`src/rtl/soc_or1k_boot_pkg.sv`:
```
// Shared state encoding and Wishbone constants for the OR1K boot sequencer.
package soc_or1k_boot_pkg;
  typedef enum logic [2:0] {IDLE, CLEAR, LOAD, HOLD, RUN, ERROR} boot_state_t;

  localparam logic [2:0] CTI_CLASSIC = 3'b000;
  localparam logic [1:0] BTE_LINEAR  = 2'b00;
  localparam int         WORD_BYTES  = 4;
endpackage

```
`src/rtl/soc_or1k_reset_stagger.sv`:
```
// Per-core reset release: core k leaves reset when the hold counter reaches
// RST_HOLD + k*STAGGER, counting from 0 on the cycle after start.
module soc_or1k_reset_stagger #(
  parameter int NUM_CORES = 1,
  parameter int RST_HOLD  = 16,
  parameter int STAGGER   = 4
) (
  input  logic                 clk,
  input  logic                 rst_n,
  input  logic                 arm,
  input  logic                 start,
  output logic [NUM_CORES-1:0] cpu_rst,
  output logic                 all_released
);
  logic [31:0]          cnt_reg;
  logic                 running_reg;
  logic [NUM_CORES-1:0] rst_reg;
  logic [NUM_CORES-1:0] release_hit;

  // Compare against the count the register will hold after this edge.
  generate
    for (genvar gi = 0; gi < NUM_CORES; gi++) begin : g_core
      localparam logic [31:0] THRESH = 32'(RST_HOLD + gi * STAGGER);
      assign release_hit[gi] = running_reg && ((cnt_reg + 32'd1) == THRESH);
    end
  endgenerate

  always_ff @(posedge clk or negedge rst_n) begin
    if (!rst_n) begin
      cnt_reg     <= '0;
      running_reg <= 1'b0;
      rst_reg     <= '1;
    end else if (arm || start) begin
      cnt_reg     <= '0;
      running_reg <= start;
      rst_reg     <= '1;
    end else if (running_reg) begin
      cnt_reg <= cnt_reg + 32'd1;
      rst_reg <= rst_reg & ~release_hit;
      if (~|rst_reg) running_reg <= 1'b0;
    end
  end

  assign cpu_rst      = rst_reg;
  assign all_released = ~|rst_reg;
endmodule

```
`src/rtl/soc_or1k_wb_boot_sequencer.sv`:
```
// Boot sequencer: optional RAM clear, image load over a Wishbone classic
// write master, then staggered per-core reset release.
module soc_or1k_wb_boot_sequencer
  import soc_or1k_boot_pkg::*;
#(
  parameter int             AW        = 32,
  parameter int             DW        = 32,
  parameter int             NUM_CORES = 1,
  parameter logic [31:0]    MEM_SIZE  = 32'h0200_0000,
  parameter logic [AW-1:0]  BASE_ADDR = '0,
  parameter int             RST_HOLD  = 16,
  parameter int             STAGGER   = 4
) (
  input  logic                 wb_clk_i,
  input  logic                 wb_rst_ni,
  input  logic                 start_i,
  input  logic                 clear_i,
  input  logic [AW-1:0]        img_words_i,
  input  logic                 s_valid_i,
  input  logic [DW-1:0]        s_data_i,
  output logic                 s_ready_o,
  output logic [AW-1:0]        wbm_adr_o,
  output logic [DW-1:0]        wbm_dat_o,
  output logic [DW/8-1:0]      wbm_sel_o,
  output logic                 wbm_we_o,
  output logic                 wbm_cyc_o,
  output logic                 wbm_stb_o,
  output logic [2:0]           wbm_cti_o,
  output logic [1:0]           wbm_bte_o,
  input  logic                 wbm_ack_i,
  input  logic                 wbm_err_i,
  output logic [NUM_CORES-1:0] cpu_rst_o,
  output logic                 busy_o,
  output logic                 done_o,
  output logic                 error_o,
  output logic [AW-1:0]        words_o
);
  localparam logic [AW-1:0] CLEAR_WORDS = AW'(MEM_SIZE / WORD_BYTES);

  boot_state_t   state_reg, state_next;
  logic          cyc_reg, cyc_next;
  logic [AW-1:0] adr_reg, adr_next;
  logic [DW-1:0] dat_reg, dat_next;
  logic [AW-1:0] words_reg, words_next;
  logic [AW-1:0] len_reg, len_next;
  logic [AW-1:0] words_inc, word_adr;
  logic          arm, hold_start, all_released;

  assign words_inc = words_reg + AW'(1);
  assign word_adr  = BASE_ADDR + words_reg * AW'(WORD_BYTES);

  always_comb begin
    state_next = state_reg;
    cyc_next   = cyc_reg;
    adr_next   = adr_reg;
    dat_next   = dat_reg;
    words_next = words_reg;
    len_next   = len_reg;
    arm        = 1'b0;
    case (state_reg)
      CLEAR: begin
        if (cyc_reg) begin
          if (wbm_err_i) begin
            cyc_next   = 1'b0;
            state_next = ERROR;
          end else if (wbm_ack_i) begin
            cyc_next   = 1'b0;
            words_next = words_inc;
            // Empty image: start the hold count from this last ack.
            if (words_inc == CLEAR_WORDS && len_reg == '0) begin
              words_next = '0;
              state_next = HOLD;
            end
          end
        end else if (words_reg == CLEAR_WORDS) begin
          words_next = '0;
          state_next = LOAD;
        end else begin
          cyc_next = 1'b1;
          adr_next = word_adr;
          dat_next = '0;
        end
      end
      LOAD: begin
        if (cyc_reg) begin
          if (wbm_err_i) begin
            cyc_next   = 1'b0;
            state_next = ERROR;
          end else if (wbm_ack_i) begin
            cyc_next   = 1'b0;
            words_next = words_inc;
            if (words_inc == len_reg) state_next = HOLD;
          end
        end else if (s_valid_i) begin
          cyc_next = 1'b1;
          adr_next = word_adr;
          dat_next = s_data_i;
        end
      end
      HOLD: begin
        if (all_released) state_next = RUN;
      end
      default: begin
        if (start_i) begin
          arm        = 1'b1;
          words_next = '0;
          len_next   = img_words_i;
          if (img_words_i > CLEAR_WORDS) state_next = ERROR;
          else if (clear_i)              state_next = CLEAR;
          else if (img_words_i == '0)    state_next = HOLD;
          else                           state_next = LOAD;
        end
      end
    endcase
  end

  always_ff @(posedge wb_clk_i or negedge wb_rst_ni) begin
    if (!wb_rst_ni) begin
      state_reg <= IDLE;
      cyc_reg   <= 1'b0;
      adr_reg   <= '0;
      dat_reg   <= '0;
      words_reg <= '0;
      len_reg   <= '0;
    end else begin
      state_reg <= state_next;
      cyc_reg   <= cyc_next;
      adr_reg   <= adr_next;
      dat_reg   <= dat_next;
      words_reg <= words_next;
      len_reg   <= len_next;
    end
  end

  assign hold_start = (state_next == HOLD) && (state_reg != HOLD);

  soc_or1k_reset_stagger #(
    .NUM_CORES (NUM_CORES),
    .RST_HOLD  (RST_HOLD),
    .STAGGER   (STAGGER)
  ) u_stagger (
    .clk          (wb_clk_i),
    .rst_n        (wb_rst_ni),
    .arm          (arm),
    .start        (hold_start),
    .cpu_rst      (cpu_rst_o),
    .all_released (all_released)
  );

  assign s_ready_o = (state_reg == LOAD) && !cyc_reg;
  assign wbm_adr_o = adr_reg;
  assign wbm_dat_o = dat_reg;
  assign wbm_sel_o = '1;
  assign wbm_we_o  = cyc_reg;
  assign wbm_cyc_o = cyc_reg;
  assign wbm_stb_o = cyc_reg;
  assign wbm_cti_o = CTI_CLASSIC;
  assign wbm_bte_o = BTE_LINEAR;
  assign busy_o    = (state_reg == CLEAR) || (state_reg == LOAD) || (state_reg == HOLD);
  assign done_o    = (state_reg == RUN);
  assign error_o   = (state_reg == ERROR);
  assign words_o   = words_reg;
endmodule
```
`config.mk`:
```
export PLATFORM = sky130hd
export DESIGN_NAME = soc_or1k_wb_boot_sequencer
export DESIGN_NICKNAME = d
export VERILOG_FILES = /design/src/rtl/soc_or1k_boot_pkg.sv /design/src/rtl/soc_or1k_reset_stagger.sv /design/src/rtl/soc_or1k_wb_boot_sequencer.sv
export SDC_FILE = /design/constraint.sdc
export NUM_CORES = 1
export LEC_CHECK = 0
export BUFFER_PORTS_ARGS = -buffer_cell sky130_fd_sc_hd__buf_2
export CAP_MARGIN = 30
export CORE_ASPECT_RATIO = 1.1
export CORE_MARGIN = 2
export CORE_UTILIZATION = 45
export DETAILED_ROUTE_END_ITERATION = 7
export PLACE_DENSITY = 0.71
export SYNTH_ARGS = -nofsm -noshare
export SYNTH_HDL_FRONTEND = slang
export SYNTH_SLANG_ARGS = --single-unit
```
`constraint.sdc`:
```
create_clock -name wb_clk_i -period 3.85 [get_ports wb_clk_i]
set_input_delay 0.77 -clock wb_clk_i [delete_from_list [all_inputs] [get_ports wb_clk_i]]
set_output_delay 0.77 -clock wb_clk_i [all_outputs]
set_load 0.01 [all_outputs]
```
==> impl_metrics.tcl <==
set metrics [dict create \
    port_buffers 172 \
    grt_pass1_wl_um 45040 \
    maxSlewHeadroom_pct 55.59 \
    drive_above_1_share_pct 24.73 \
    cp_max_fo 33 \
    cts.htree.levels 4 \
    cts_root_buf "clkbuf_16" \
    drcViolationCount 0 \
    vias_per_cell 5.670 \
    p_leak_uw 0.005443 \
    fp.dieW_um 143.2 \
    crit_cells 11 \
    yosys_warnings 0 \
    start_util_pct 45.45 \
    yosysTopAreaCellShare_pct 42.55 \
    async_reset_ff_share_pct 100.0 \
    p_comb_share_pct 6.2 \
    skew_ps 15.70 \
    tns_ps 0 \
    grt.overflow.total 0 \
    post-route-period-util_pct 95.83 \
    critPathKind "register to register" \
    ctsLongestPathBuffers 2 \
    core_mm2 0.02109 \
    pwr-share-clk_pct 45.9 \
    drtIter0Drc 676 \
    synth-edff-count 0 \
    dieArea_mm2 0.02249 \
    grt_max_degree 73 \
    intPower_uw 2835 \
    crit_chain "buf_4, and3_1, nand3_1, xnor2_1, or4_1, or4_1, nor4_2, a31oi_2, o31ai_4, buf_12, nor2_1" \
    ff2ff_path_depth 11 \
    hold_slack_ps 360.9 \
    wire_per_inst_um 18.33 \
    start_kind "register" \
    synthFlopType "dfrtp_1" \
    arrival_ps 3990 \
    power.density_mw_per_mm2 326.7 \
    worst_path_most_repeated_cell "or4_1" \
    synth_area_leaders "dfrtp_1 43%, nand2_1 8.5%, nand3_1 4.1%, mux2_2 3.9%, xnor2_1 3.8%" \
    clkTransAtPathRegs_ps 70 \
    syn_to_final_growth_pct 20.65 \
    grt_pass1_vias 8311 \
    worstPathRequired_ps 4160 \
    ys_seq_elements 164 \
    die_h_um 157.1 \
    worstHoldPathType "input pin to async pin" \
    clock.fmax_mhz 271.0 \
    finalHoldViolations 0 \
    vias 8975 \
    clk_latency_ps 430 \
    yosysTopAreaCell "dfrtp_1" \
    end_kind "register" \
    sw_frac_of_total_pct 24.96 \
    synth_common_cells "216 x nand2_1, 163 x dfrtp_1, 78 x nand3_1" \
    p_switching_uw 942.9 \
    clock_sinks 164 \
    syn_inst 1111 \
    hpwlAfterDp_um 21300 \
    period_needed_ps 3690 \
    fillers 1943 \
    ant_nets 0 \
    antenna_found_initial 0 \
    ios 184 \
    cts_tree "done" \
    synth_area_per_cell_um2 8.628 \
    path_buf_inv 2 \
    status "complete, no violations" \
    ir_drop_mv 0.2723 \
    setup_viol 0 \
    row_count 56 \
    firstDrtPassIters 5 \
    syn-cell-area_mm2 0.009585 \
    synth-seq-area-share_pct 42.83 \
    fin_nets 1353 \
    synth_cell_types 71 \
    cpPeakStageDelay_ps 510 \
    crit_family "simple AND/OR/NAND/NOR gates" \
    gp_congestion 0.9913 \
    drt-total-wl_um 29010 \
    grt_use_total_pct 25.69 \
    worstMarginPinSlew_ps 666.1 \
    final_max_slew_viol_count 0 \
    synth_most_common_cell "nand2_1" \
    seq_power_share_pct 47.9 \
    maxCapViolCount 0 \
    cts_buffers 17 \
    post_cts.repair.setup_buffers 0 \
    critPathSlowestCell "dfrtp_1" \
]
## power groups by stage
stage / sequential [uW] / combinational, uW / clock [uW]
after floorplan: 1820 / 132 / 0
after global placement: 1840 / 233 / 0
after detailed placement: 1840 / 235 / 0
after CTS: 1810 / 236 / 1760
after global routing: 1810 / 261 / 1830
final: 1810 / 236 / 1730
## cell families after synthesis
group                    share of synthesized area [%]
multiplexers                                     4.190
flip-flops                                       42.83
AND/OR/NAND/NOR                                  27.74
adder cells (fa/ha/maj)                         0.6266
XOR/XNOR                                         7.688
AO/OA/AOI/OAI                                    11.47
buffers and inverters                            5.378
other                                          0.07835
## stage by stage
step | instance area [um^2] | setup slack [ps] | util, % | total power, uW | std cells
3_3_place_gp | 10920 | 209.7 | 51.79 | 2071 | 1548
4_1_cts | 11540 | 105.6 | 54.71 | 3801 | 1580
2_1_floorplan | 9619 | 394.0 | - | 1950 | 1120
5_1_grt | 11560 | -43.49 | 54.80 | 3902 | 1580
6_report | 11560 | 160.5 | 54.84 | 3778 | 1583
3_5_place_dp | 10940 | 113.6 | 51.89 | 2073 | 1549
## layout by cell type, fill, tap and decap left out, types with 10 or more instances in the layout
cell type	n
and3_1	12
nand2_1	216
or4_1	10
and2_1	10
xor2_1	37
o21ai_0	41
a31oi_1	29
nor2_1	76
buf_2	171
clkbuf_16	17
mux2_2	33
nand4_1	26
inv_1	16
dfrtp_1	163
a21oi_1	29
nor4_1	35
or3_1	12
nand3_1	78
nor3_1	28
xnor2_1	42
buf_4	57
conb_1	11
## routing by layer
layer  GRT usage, %  wire (um)  vias up
li1               -          -     4236
met1          34.09      12070     4291
met2          40.53      13800      358
met3          4.381       1631       90
met4          13.01       1509        0
met5              0          0        -
## layout make-up
type,count,area (um^2),area share [%]
multi-input combinational,846,5059,43.74
inverter,16,60.06,0.5193
clock buffer,17,425.4,3.678
sequential,164,4105,35.50
antenna,3,7.507,0.06491
tap,290,362.8,3.138
timing repair buffer,233,1375,11.89
clock inverter,14,170.2,1.471
## final timing paths
path | start | endpoint | slack (ps)
worst max-delay path | words_o[2] | u_stagger.cnt_reg[1] | 160
worst min-delay path | wb_rst_ni | words_o[21] | 360
worst max register to register | words_o[2] | u_stagger.cnt_reg[1] | 160
worst min register to register | wbm_dat_o[14] | wbm_dat_o[14] | 460
max in group asynchronous | wb_rst_ni | u_stagger.cnt_reg[13] | 2550
min in group wb_clk_i | wbm_dat_o[14] | wbm_dat_o[14] | 460
## what timing repair did
item / in CTS / in global routing
resized for setup: 0 / 3
hold buffers: 0 / 0
endpoints found under the setup margin: 0 / 33
(Power assumes the default switching activity.)
